[config.mk]
export PLATFORM = sky130hd
export DESIGN_NAME = serial_cpu_core_n
export DESIGN_NICKNAME = d
export VERILOG_FILES = /design/src/rtl/serial_cpu_core_n.sv
export SDC_FILE = /design/constraint.sdc
export NUM_CORES = 1
export LEC_CHECK = 0
export ABC_AREA = 1
export CAP_MARGIN = 20
export CORE_ASPECT_RATIO = 0.7
export CORE_MARGIN = 1
export CORE_UTILIZATION = 45
export DETAILED_ROUTE_END_ITERATION = 10
export GPL_TIMING_DRIVEN = 0
export SKIP_CTS_REPAIR_TIMING = 1
export SYNTH_ARGS = -nofsm -noshare
export SYNTH_HDL_FRONTEND = slang
export SYNTH_SLANG_ARGS = --single-unit
[constraint.sdc]
create_clock -name clk -period 3.04 [get_ports clk]
set_clock_uncertainty 0.1 [all_clocks]
set_input_delay 0.608 -clock clk [delete_from_list [all_inputs] [get_ports clk]]
set_output_delay 0.608 -clock clk [all_outputs]
set_load 0.05 [all_outputs]
[src/rtl/serial_cpu_core_n.sv]
// Bit-serial 4-register CPU core: each instruction is loaded into operand shift
// registers and executed LSB-first, one bit per clock, over WIDTH cycles.
module serial_cpu_core_n #(
  parameter int WIDTH = 8,
  parameter int NREGS = 4
) (
  input  logic             clk,
  input  logic             rstn,
  input  logic [15:0]      instr,
  input  logic             instr_valid,
  output logic             instr_ready,
  output logic             done,
  output logic             illegal,
  output logic [WIDTH-1:0] result,
  output logic             carry_flag,
  output logic             zero_flag,
  input  logic [1:0]       dbg_sel,
  output logic [WIDTH-1:0] dbg_data
);

  localparam int CW = $clog2(WIDTH + 1);

  localparam logic [3:0] OP_NOP  = 4'd0;
  localparam logic [3:0] OP_ADD  = 4'd1;
  localparam logic [3:0] OP_SUB  = 4'd2;
  localparam logic [3:0] OP_AND  = 4'd3;
  localparam logic [3:0] OP_OR   = 4'd4;
  localparam logic [3:0] OP_XOR  = 4'd5;
  localparam logic [3:0] OP_ADDI = 4'd6;
  localparam logic [3:0] OP_LI   = 4'd7;

  typedef enum logic [1:0] {
    IDLE = 2'd0,
    LOAD = 2'd1,
    EXEC = 2'd2,
    WB   = 2'd3
  } state_t;

  state_t           r_state;
  state_t           w_state_next;
  logic [15:0]      r_instr;
  logic [WIDTH-1:0] r_regs [NREGS];
  logic [WIDTH-1:0] r_a;
  logic [WIDTH-1:0] r_b;
  logic [WIDTH-1:0] r_shift;
  logic [CW-1:0]    r_cnt;
  logic             r_carry;
  logic [WIDTH-1:0] r_result;
  logic             r_carry_flag;
  logic             r_zero_flag;

  logic [3:0]       w_op;
  logic [1:0]       w_rd;
  logic [1:0]       w_rs1;
  logic [1:0]       w_rs2;
  logic [WIDTH-1:0] w_imm;
  logic             w_transfer;
  logic             w_last_bit;
  logic             w_arith;
  logic             w_writes;
  logic             w_bit;
  logic             w_cout;
  logic             w_b_eff;
  logic [WIDTH-1:0] w_res_final;

  assign w_op        = r_instr[15:12];
  assign w_rd        = r_instr[11:10];
  assign w_rs1       = r_instr[9:8];
  assign w_rs2       = r_instr[7:6];
  assign w_imm       = WIDTH'(r_instr[7:0]);
  assign w_transfer  = instr_valid && instr_ready;
  assign w_last_bit  = (r_cnt == CW'(WIDTH - 1));
  assign w_arith     = (w_op == OP_ADD) || (w_op == OP_SUB) || (w_op == OP_ADDI);
  assign w_writes    = !r_instr[15] && (w_op != OP_NOP);
  assign w_res_final = {w_bit, r_shift[WIDTH-1:1]};

  // One-bit ALU; carry is held for opcodes that do not produce one.
  always_comb begin
    w_b_eff = r_b[0];
    w_bit   = 1'b0;
    w_cout  = r_carry;
    case (w_op)
      OP_ADD, OP_ADDI, OP_SUB: begin
        if (w_op == OP_SUB) w_b_eff = ~r_b[0];
        w_bit  = r_a[0] ^ w_b_eff ^ r_carry;
        w_cout = (r_a[0] & w_b_eff) | (r_a[0] & r_carry) | (w_b_eff & r_carry);
      end
      OP_AND:  w_bit = r_a[0] & r_b[0];
      OP_OR:   w_bit = r_a[0] | r_b[0];
      OP_XOR:  w_bit = r_a[0] ^ r_b[0];
      OP_LI:   w_bit = r_b[0];
      OP_NOP:  w_bit = r_a[0];
      default: w_bit = 1'b0;
    endcase
  end

  always_comb begin
    w_state_next = r_state;
    case (r_state)
      IDLE:    if (w_transfer) w_state_next = LOAD;
      LOAD:    w_state_next = EXEC;
      EXEC:    if (w_last_bit) w_state_next = WB;
      WB:      w_state_next = IDLE;
      default: w_state_next = IDLE;
    endcase
  end

  always_ff @(posedge clk or negedge rstn) begin
    if (!rstn) r_state <= IDLE;
    else       r_state <= w_state_next;
  end

  always_ff @(posedge clk or negedge rstn) begin
    if (!rstn) begin
      r_instr      <= '0;
      r_a          <= '0;
      r_b          <= '0;
      r_shift      <= '0;
      r_cnt        <= '0;
      r_carry      <= 1'b0;
      r_result     <= '0;
      r_carry_flag <= 1'b0;
      r_zero_flag  <= 1'b1;
      for (int i = 0; i < NREGS; i++) r_regs[i] <= '0;
    end else begin
      case (r_state)
        IDLE: if (w_transfer) r_instr <= instr;
        LOAD: begin
          r_a     <= r_regs[w_rs1];
          r_b     <= ((w_op == OP_ADDI) || (w_op == OP_LI)) ? w_imm : r_regs[w_rs2];
          r_cnt   <= '0;
          r_carry <= (w_op == OP_SUB);
        end
        EXEC: begin
          r_a     <= r_a >> 1;
          r_b     <= r_b >> 1;
          r_shift <= w_res_final;
          r_carry <= w_cout;
          r_cnt   <= r_cnt + CW'(1);
          if (w_last_bit) begin
            r_result <= w_res_final;
            if (w_writes) r_zero_flag <= (w_res_final == '0);
            if (w_arith)  r_carry_flag <= w_cout;
          end
        end
        WB: if (w_writes) r_regs[w_rd] <= r_result;
        default: ;
      endcase
    end
  end

  assign instr_ready = rstn && (r_state == IDLE);
  assign done        = (r_state == WB);
  assign illegal     = (r_state == WB) && r_instr[15];
  assign result      = r_result;
  assign carry_flag  = r_carry_flag;
  assign zero_flag   = r_zero_flag;
  assign dbg_data    = r_regs[dbg_sel];

endmodule
==> run_results.csv, run 1 <==
group,metric,value,unit
outcome,status,"complete, no violations",
power_and_ir_drop,power_density,847,mW/mm2
detailed_routing,vias_per_cell,5.39,
clock_network,clock_sinks,88,
synth,synthDistinctLibCells,35,
timing,grt_setup_unrepaired,"no",
worst_setup_path,regToRegSetupSlack,0.88,ns
power_and_ir_drop,leakage,2.61,nW
floorplanning,num_rows,30,
global_route,grt_start_max_net_pins,50,
synth,seq_area_frac_synth,47.3,%
timing,finalMaxSlewViolations,0,
cells_and_area,final_common_cell,"nand2_1",
timing,hold_viol_final,0,
synth,yosysWarnings,0,
floorplanning,die_y,87.1,um
global_route,track_usage,26.8,%
global_route,grt_pass1_wl,21200,um
worst_setup_path,reg2reg_from,"r_instr[15]",
worst_setup_path,critPathRequiredTime,2.33,ns
placed_design,io_buffers,40,
cells_and_area,antennaDiodeCount,0,
cells_and_area,final_cell_mix,"nand2_1 (126), dfrtp_1 (87), inv_1 (78)",
floorplanning,die_w,124,um
cells_and_area,final_area,0.00557,mm2
cells_and_area,final_cells,761,
worst_setup_path,critical_path_class,"input pin to output pin",
placed_design,dp_hpwl,9850,um
worst_setup_path,crit_start,"dbg_sel[1]",
timing,worst_slew_pin_slew,0.609,ns
timing,period_share,96.3,%
floorplanning,core,0.00987,mm2
floorplanning,io_pins,42,
clock_network,path_clk_slew,0.07,ns
placed_design,placed_area,0.00525,mm2
synth,netlist_instances,576,
timing,layout_min_cycle_time,2.93,ns
clock_network,cts_tree,"yes",
timing,report.final.setup_viol,0,
worst_setup_path,cp_data_arrival_time,2.22,ns
cells_and_area,nFillCells,931,
synth,synth_fp_nets,604,
global_route,antenna_found_initial,0,
cells_and_area,syn_to_final_growth,19.6,%
global_route,grt_pass1_vias,4037,
detailed_routing,first_iter_violations,323,
detailed_routing,drt-pass1-iter-count,5,
worst_setup_path,worst_setup_path_start_kind,"input pin",
synth,synth_seq_cells,88,
cells_and_area,fin_util,56.5,%
worst_setup_path,cp_max_fo,10,
synth,synthesis.area,0.00466,mm2
floorplanning,initial_core_util,47.2,%
timing,max_freq,341,MHz
detailed_routing,ant_nets,0,
floorplanning,die-area,0.0108,mm2
power_and_ir_drop,worst_ir_drop_vdd,0.362,mV
detailed_routing,wire_per_inst,17.3,um
clock_network,cts_root_buffer,"clkbuf_16",
clock_network,cts_buffers,9,
power_and_ir_drop,power.total,4.72,mW
placed_design,place_congestion,0.847,
detailed_routing,vias,4103,
cells_and_area,drive_gt1_share,10.9,%
synth,syn-mean-instance-area,8.09,um2
clock_network,htreeDepth,3,
global_route,overflow,0,
run,cap_violations,0,
timing,relSlewSlack,59.4,%
timing,finalSetupTns,0,ns
placed_design,dp_cells,745,
timing,whs,0.146,ns
worst_setup_path,timing.rr.end,"r_shift[7]",
detailed_routing,drc_errors,0,
timing,setup_ws,0.112,ns
cells_and_area,final_nets,656,
min_path,hp-class,"input pin to asynchronous set/reset pin",
detailed_routing,wl,13200,um
worst_setup_path,end_kind,"output pin",
placed_design,dp_slack,-0.602,ns
worst_setup_path,r2r_cells,9,
worst_setup_path,worstSetupEndpoint,"dbg_data[6]",
clock_network,cts_buffer_depth,2,
clock_network,worstSkewPairLatency,0.35,ns
worst max-delay path, cell delays in order:
cell and delay (ns):
clkdlybuf4s50_1 0.42, inv_1 0.17, clkbuf_2 0.26, o21ai_0 0.14, o22ai_1 0.16, dlymetal6s2s_1 0.47
routing by layer:
layer  vias to the layer above  global-route usage (%)  wire length (um)
li1                       1994                       -                 -
met1                      1985                    39.2              6570
met2                       112                    40.3              5750
met3                        12                    5.82               749
met4                         0                    6.57               125
met5                         -                       0                 0
layout make-up:
type                    instances  area [um2]  area share [%]
inverters                      81         318            5.70
clock buffers                   9         225            4.04
repair buffers                 41         430            7.72
flip-flops and latches         88        2200            39.5
clock inverters                 7        95.1            1.71
multi-input cells             382        2000            35.9
well taps                     128         160            2.87
plain buffers                  25         143            2.56
state kept, by name (all words and copies together), names as in the netlist:
register	count
r_regs	32
r_instr	16
r_a	8
r_b	8
result	8
r_shift	7
r_cnt	4
r_state	2
carry_flag	1
r_carry	1
zero_flag	1
power by group:
part / switching, mW / internal (mW) / leakage [nW]
combinational: 1.30 / 0.620 / 1.30
clock: 0.471 / 0.721 / 0.156
sequential: 0.181 / 1.42 / 1.15
cell usage after synthesis, drive strengths merged:
library cell / instances / area, um2
nand2: 131 / 514
dfrtp: 87 / 2180
inv: 79 / 297
o21ai: 78 / 458
a21oi: 55 / 275
nor2: 42 / 186
nand3: 38 / 245
buf: 14 / 100
clkbuf: 11 / 41.3
o211ai: 8 / 60.1
o221ai: 7 / 61.3
o22ai: 7 / 43.8
ha: 6 / 75.1
nor3: 3 / 15.0
o21bai: 2 / 15.0
a22oi: 1 / 7.51
a31oi: 1 / 6.26
bufinv: 1 / 17.5
clkinv: 1 / 3.75
dfstp: 1 / 26.3
fa: 1 / 20.0
nor4: 1 / 6.26
xor2: 1 / 8.76
cell families (layout without fill, tap and decap cells):
logic type | Yosys count | after routing | synth area share [%]
buffers and inverters | 106 | 163 | 9.85
AOI/OAI and AO/OA | 159 | 159 | 19.9
DFF | 88 | 88 | 47.3
xor gates and xnor gates | 1 | 1 | 0.188
and+or+nand+nor | 215 | 215 | 20.8
adders and majority gates | 7 | 7 | 2.04
worst min-delay path by stage:
stage          slack, ns  startpoint          to
2_1_floorplan       0.21        rstn  carry_flag
3_3_place_gp        0.36   zero_flag   zero_flag
3_5_place_dp        0.36   zero_flag   zero_flag
4_1_cts             0.17        rstn   r_regs[4]
5_1_grt             0.18        rstn   r_regs[4]
6_report            0.15        rstn   r_regs[4]
(Power assumes the default switching activity.)
==> run 2, diff against run 1 <==
clock period = 2.9 ns   (was 3.04 ns; I/O delays follow)
==> run 2 against run 1 <==
Effect of this change: power rose by 4.8%; sequential cell count did not move; sequential power rose by 4%; routed wire length barely moved; die area did not move; setup slack got worse by 0.064 ns; clock power rose by 5%; worst hold slack got worse by 0.026 ns; register-to-register slack got worse by 0.14 ns; sequential share of layout area rose by 0.11 points; global-route usage did not move.
==> run_results.csv, run 2 (synthesis gave the netlist of run 1 again) <==
group,metric,value,unit
outcome,status,"complete, no violations",
detailed_routing,ant_nets,0,
timing,layout_min_cycle_time,2.85,ns
floorplanning,io_pins,42,
cells_and_area,syn_to_final_growth,19.2,%
cells_and_area,final_common_cell,"nand2_1",
floorplanning,die-area,0.0108,mm2
timing,period_share,98.4,%
worst_setup_path,crit_top_cell,"o21ai_0",
placed_design,place_congestion,0.847,
timing,report.final.setup_viol,0,
placed_design,dp_hpwl,9850,um
floorplanning,num_rows,30,
clock_network,cts_tree,"yes",
clock_network,worstSkewPairLatency,0.34,ns
timing,grt_setup_unrepaired,"no",
cells_and_area,largest_register_ff_count,32,
worst_setup_path,crit_chain,"clkdlybuf4s50_1, inv_1, clkbuf_2, o21ai_0, o21ai_0, buf_2",
worst_setup_path,critPathRequiredTime,2.22,ns
power_and_ir_drop,power_density,891,mW/mm2
detailed_routing,drt-pass1-iter-count,5,
cells_and_area,fin_util,56.3,%
detailed_routing,first_iter_violations,324,
timing,max_freq,351,MHz
clock_network,cts_root_buffer,"clkbuf_16",
detailed_routing,drc_errors,0,
global_route,overflow,0,
cells_and_area,final_nets,656,
global_route,grt_pass1_wl,21200,um
worst_setup_path,max_stage_delay,0.42,ns
detailed_routing,wl,13200,um
global_route,grt_pass1_vias,4037,
timing,whs,0.120,ns
run,cap_violations,0,
floorplanning,die_w,124,um
floorplanning,core,0.00987,mm2
timing,worst_slew_pin_slew,0.604,ns
clock_network,cts_buffer_depth,2,
detailed_routing,vias_per_cell,5.39,
global_route,track_usage,26.8,%
min_path,hp-class,"input pin to asynchronous set/reset pin",
worst_setup_path,cp_max_fo,10,
placed_design,io_buffers,40,
worst_setup_path,worst_setup_path_start_kind,"input pin",
cells_and_area,largestRegisters,"r_regs x32, r_instr x16",
placed_design,placed_area,0.00525,mm2
clock_network,clock_sinks,88,
cells_and_area,final_cell_mix,"nand2_1 (126), dfrtp_1 (87), inv_1 (78)",
worst_setup_path,cp_slowest_cell,"clkdlybuf4s50_1",
cells_and_area,drive_gt1_share,11.2,%
clock_network,path_clk_slew,0.07,ns
cells_and_area,top_register,"r_regs",
power_and_ir_drop,power.total,4.95,mW
floorplanning,die_y,87.1,um
worst_setup_path,critical_path_class,"input pin to output pin",
timing,relSlewSlack,59.7,%
global_route,grt_start_max_net_pins,50,
detailed_routing,wire_per_inst,17.4,um
cells_and_area,final_area,0.00556,mm2
detailed_routing,vias,4100,
worst_setup_path,cp_data_arrival_time,2.17,ns
cells_and_area,antennaDiodeCount,0,
timing,finalMaxSlewViolations,0,
power_and_ir_drop,leakage,2.58,nW
clock_network,cts_buffers,9,
floorplanning,initial_core_util,47.2,%
power_and_ir_drop,worst_ir_drop_vdd,0.379,mV
worst_setup_path,end_kind,"output pin",
clock_network,htreeDepth,3,
global_route,antenna_found_initial,0,
timing,hold_viol_final,0,
run 2: final cells by class:
class / count / area, um2
fillers: 934 / 4310
flip-flops and latches: 88 / 2200
multi-input cells: 382 / 2000
repair buffers: 41 / 415
inverters: 81 / 318
clock buffers: 9 / 225
well taps: 128 / 160
plain buffers: 25 / 143
clock inverters: 7 / 95.1
run 2: report_power, final:
group	switching (mW)	leakage [nW]	internal [mW]
Combinational	1.37	1.27	0.649
Clock	0.496	0.156	0.756
Sequential	0.190	1.15	1.49
Total	2.05	2.58	2.90
run 2: worst max-delay path: cells and delay by family:
family                 cells  cell delay (ns)
AO/OA/AOI/OAI              2             0.40
buffers and inverters      4             1.19
run 2: routing by layer:
metal	part of all wire, %	wire (um)	global-route usage, %
met4	1.2	155	6.57
met2	43	5730	40.3
met1	51	6680	39.2
met3	4.8	635	5.82
met5	0	0	0
run 2: per-stage QoR:
stage | setup WS [ns] | setup TNS, ns | std cells
global placement | -2.94 | -236.39 | 744
detailed placement | -0.686 | -3.71 | 745
finish | 0.0475 | 0 | 761
CTS | -0.687 | -3.77 | 761
global route | 0.00433 | 0 | 761
floorplan | 0.0505 | 0 | 576
run 2: worst paths after layout:
path | start | to | slack, ns | cells past startpoint
max in group asynchronous | rstn | zero_flag | 1.88 | 2
min reg2reg | zero_flag | zero_flag | 0.37 | 2
max reg2reg | r_instr[15] | r_shift[7] | 0.74 | 9
min in group clk | zero_flag | zero_flag | 0.37 | 2
min | rstn | r_regs[4] | 0.12 | 1
max | dbg_sel[1] | dbg_data[7] | 0.05 | 6
==> run 3, diff against run 2 <==
TNS_END_PERCENT = 5   (was unset)
==> results of run 3 <==
The final DEF is identical to that of run 2; final timing and power are the same.
